===== src/rtl/alu_pkg.sv =====
// Shared ALU definitions. The divider's control FSM states are kept here so that
// the ALU control logic can decode the same encoding.
package alu_pkg;

    typedef enum logic [1:0] {
        IDLE = 2'd0,
        RUN  = 2'd1,
        DONE = 2'd2
    } div_state_t;

endpackage


===== src/rtl/div_step.sv =====
// One restoring-division step: shift in the next dividend bit, trial-subtract the
// divisor, and keep the difference only when it is non-negative.
module div_step #(
    parameter int unsigned N = 8
) (
    input  logic [N:0]   rem_in,
    input  logic         dividend_bit,
    input  logic [N-1:0] divisor,
    output logic [N:0]   rem_out,
    output logic         q_bit
);

    logic [N+1:0] shifted;

    always_comb begin
        shifted = {rem_in, dividend_bit};
        q_bit   = (shifted >= {2'b00, divisor});
        // rem_in < divisor always holds, so the kept value fits in N+1 bits
        rem_out = (N+1)'(q_bit ? (shifted - {2'b00, divisor}) : shifted);
    end

endmodule


===== src/rtl/iterative_divider.sv =====
// Unsigned restoring divider producing one quotient bit per clock, MSB first.
// A zero divisor bypasses the iteration and reports div_by_zero with the results.
module iterative_divider
    import alu_pkg::*;
#(
    parameter int unsigned N = 8
) (
    input  logic         clk,
    input  logic         rst,
    input  logic         start,
    input  logic [N-1:0] a,
    input  logic [N-1:0] b,
    output logic         busy,
    output logic         done,
    output logic [N-1:0] quotient,
    output logic [N-1:0] remainder,
    output logic         div_by_zero
);

    localparam int unsigned CntW = $clog2(N);

    div_state_t    state;
    logic [N-1:0]  dividend_sh;  // dividend bits shift out MSB-first, quotient bits shift in
    logic [N-1:0]  divisor_q;
    logic [N:0]    part_rem;
    logic [CntW-1:0] count;

    logic [N:0]    rem_next;
    logic          q_bit;

    div_step #(
        .N(N)
    ) u_div_step (
        .rem_in       (part_rem),
        .dividend_bit (dividend_sh[N-1]),
        .divisor      (divisor_q),
        .rem_out      (rem_next),
        .q_bit        (q_bit)
    );

    always_ff @(posedge clk or posedge rst) begin
        if (rst) begin
            state       <= IDLE;
            dividend_sh <= '0;
            divisor_q   <= '0;
            part_rem    <= '0;
            count       <= '0;
            busy        <= 1'b0;
            done        <= 1'b0;
            quotient    <= '0;
            remainder   <= '0;
            div_by_zero <= 1'b0;
        end else begin
            done <= 1'b0;
            case (state)
                IDLE: begin
                    if (start) begin
                        dividend_sh <= a;
                        divisor_q   <= b;
                        part_rem    <= '0;
                        count       <= CntW'(N - 1);
                        div_by_zero <= (b == '0);
                        busy        <= 1'b1;
                        if (b == '0) begin
                            quotient  <= '1;
                            remainder <= a;
                            done      <= 1'b1;
                            state     <= DONE;
                        end else begin
                            state <= RUN;
                        end
                    end
                end
                RUN: begin
                    part_rem    <= rem_next;
                    dividend_sh <= {dividend_sh[N-2:0], q_bit};
                    count       <= count - CntW'(1);
                    if (count == '0) begin
                        quotient  <= {dividend_sh[N-2:0], q_bit};
                        remainder <= rem_next[N-1:0];
                        done      <= 1'b1;
                        state     <= DONE;
                    end
                end
                DONE: begin
                    busy  <= 1'b0;
                    state <= IDLE;
                end
                default: begin
                    busy  <= 1'b0;
                    state <= IDLE;
                end
            endcase
        end
    end

endmodule


===== config.mk =====
export PLATFORM = sky130hd
export DESIGN_NAME = iterative_divider
export DESIGN_NICKNAME = d
export VERILOG_FILES = /design/src/rtl/alu_pkg.sv /design/src/rtl/div_step.sv /design/src/rtl/iterative_divider.sv
export SDC_FILE = /design/constraint.sdc
export NUM_CORES = 1
export LEC_CHECK = 0
export ABC_CLOCK_PERIOD_IN_PS = 5300
export CAP_MARGIN = 20
export CORE_ASPECT_RATIO = 0.9
export CORE_UTILIZATION = 30
export DETAILED_ROUTE_END_ITERATION = 10
export PLACE_DENSITY = 0.58
export SYNTH_ARGS = -nofsm -noshare
export SYNTH_HDL_FRONTEND = slang
export SYNTH_HIERARCHICAL = 1
export SYNTH_SLANG_ARGS = --single-unit

===== constraint.sdc =====
create_clock -name clk -period 5.3 [get_ports clk]
set_input_delay 1.06 -clock clk [delete_from_list [all_inputs] [get_ports clk]]
set_output_delay 1.06 -clock clk [all_outputs]
set_load 0.03 [all_outputs]

==> metrics.txt <==
Skew-Pair Late Insertion Delay 310 ps; commonest non-fill, non-tap cell in the layout dfrtp_1; post-synth top area share 48.8%; syn nets ~280; Ports 38; post-DP HPWL 4230 microns; minimum clock period 3000 ps; Placed Area 2960 sq um; final instance area 3080 sq um; cell taking the most area after synthesis dfrtp_1; full die area 8740 sq um; Startpoint Class input port; post-CTS resize count 0; VDD IR max roughly 0.30 mV; leakage power figure 0.00129 uW; Max Root-Sink Buffers 2; H-tree levels 2; post-synthesis sequential element count 49; mean post-synth cell area 10.2 sq um; number of synthesis warnings 6; R2R cell count 11; sum of negative setup slack 0 ps; postcts setup bufs 0; Pre-antenna DRT Iters 6; Setup Crit Path Kind in -> reg; RSZ-0062 raised after global routing no; CP arrival 3250 ps; Worst Setup End Kind register; gate count of the mapped netlist 246; fin cells 381; maxcap violations 0; Post-CTS Hold Buffers 0; Netlist cell types 46; Worst Path Max Fanout 10; Max Fclk 334 MHz; CTS buffer count 5; initial antenna violation count 0; PD cells 702 nW/um^2; Final Hold Fails 0; Core Box Area about 8000 sq um; drt first-iter violations 69; Tot Pwr 2160 uW; post-route ant nets 0; vias in the first global route 1870; Clock transition at path regs 110 ps; DR DRC count 0; Slew HR 50.3%; number of diodes 0; predominant post-synthesis flop cell dfrtp_1; final setup fails 0; Die Wd between 90 and 100 microns; number of buffers added on ports 37; clock skew 10.3 ps; number of cells after detailed placement 372; share of layout cells above drive strength 1 between 8 and 9%; final net count 311; clk sink count 49; CTS root buf clkbuf_8; DR vias 1917; hold depth 1; EDFF count, synth 0; GR Util All Layers 14.2%; FFs w/ async S/R, synth 100%; routed wire length per instance roughly 15 microns; measured slew at the worst slew-check pin 742 ps; mapped cell area roughly 2500 sq um; first-pass GRT wire length 9640 microns; site row count 31; area grow syn2layout 22.5%; final wirelength 5850 microns; die height 88.8 microns; HP Class reg -> reg; synth top area cells dfrtp_1 (49%), a21oi_1 (5.0%), ha_1 (5.0%); period utilization 56.6%; most frequent cells in the layout dfrtp_1 (49), clkdlybuf4s50_1 (37), a21oi_1 (25); Slew Viols, Final 0; Final Wtd Congestion a little under 0.8; via/cell ratio approximately 5.0; register area share after synthesis 48.8%; initial core utilization 31.1%; CTS tree built; status complete, no violations; Required @ worst endpoint 5560 ps; GRT overflow 0; largest net degree at the start of global routing 50
==> synthesized netlist by cell type, types with 2 or more instances <==
master    number
clkbuf_1       6
mux2_1         3
nor4_1         2
a22o_1         9
ha_1          10
buf_2          3
nor2b_1       11
inv_1         16
a21boi_0       2
o21bai_1       2
nor2_1         5
buf_6          2
o21ai_1       10
nand2b_1       3
o22a_1         8
nand4b_1       2
xor2_1         2
xnor2_1        2
nand2_1       20
o21ai_0       22
nand4_1        2
dfrtp_1       49
a21oi_1       25
mux2_2         6
mux2i_1        3
==> area by class of cell <==
| class | instances | area (sq um) |
|---|---|---|
| fillers | 816 | 4990 |
| multi-input cells | 167 | 1150 |
| repair buffers | 40 | 405 |
| well taps | 99 | 124 |
| flip-flops and latches | 49 | 1230 |
| inverters | 18 | 72.6 |
| clock inverters | 3 | 28.8 |
| clock buffers | 5 | 68.8 |
==> per-stage QoR <==
step                      worst slack [ps]  utilization [%]  hold slack [ps]
after floorplan                       2910                -              450
after global placement                2030             36.7              463
after detailed placement              2030             36.7              466
after CTS                             2330             37.9              480
after global routing                  1990             38.1              504
final                                 2300             38.1              476
==> cells by family (layout without fill, tap and decap cells) <==
| logic type | Yosys count | in the layout | synth area share, % |
|---|---|---|---|
| mux | 12 | 12 | 5.23 |
| xor+xnor | 4 | 4 | 1.40 |
| flops | 49 | 49 | 48.8 |
| compound gates | 86 | 86 | 21.2 |
| simple gates | 54 | 54 | 12.2 |
| buf+inv | 30 | 66 | 5.43 |
| fa+ha+maj | 11 | 11 | 5.78 |
==> critical path, stage by stage <==
cell and delay, ps:
clkdlybuf4s50_1 420, nor4_1 660, a21oi_1 360, or2_1 470, clkinv_4 140, o22a_1 140
==> power breakdown <==
| group | leakage [uW] | internal (uW) | switching (uW) |
|---|---|---|---|
| Sequential | 0.000580 | 539 | 114 |
| Clock | 0.0000506 | 99.0 | 140 |
| Combinational | 0.000658 | 528 | 738 |
| Total | 0.00129 | 1170 | 993 |
==> layer usage <==
metal / part of all wire [%] / GRT usage, % / routed length [microns] / vias up
met4: 0.98 / 3.80 / 57 / 0
met5: 0 / 0 / 0 / -
met1: 51 / 20.7 / 2980 / 932
li1: - / - / - / 935
met3: 4.1 / 3.32 / 242 / 6
met2: 44 / 21.2 / 2560 / 44
==> final timing paths <==
path / from / endpoint / slack, ps
max in group asynchronous: rst / divisor_q[6]$_DFFE_PP0P_ / 3830
max: b[5] / quotient[0]$_DFFE_PP0P_ / 2300
max reg2reg: dividend_sh[7]$_DFFE_PP0P_ / remainder[7]$_DFFE_PP0P_ / 2310
min in group asynchronous: rst / quotient[7]$_DFFE_PP0P_ / 970
min: count[0]$_DFFE_PP0P_ / count[0]$_DFFE_PP0P_ / 480
min reg2reg: count[0]$_DFFE_PP0P_ / count[0]$_DFFE_PP0P_ / 480
==> registers in the layout (all words and copies together), names as in the netlist <==
register	count
part_rem	9
dividend_sh	8
divisor_q	8
quotient	8
remainder	8
count	3
state	2
busy	1
div_by_zero	1
done	1
Note: power is estimated with default switching activity, not from simulation.
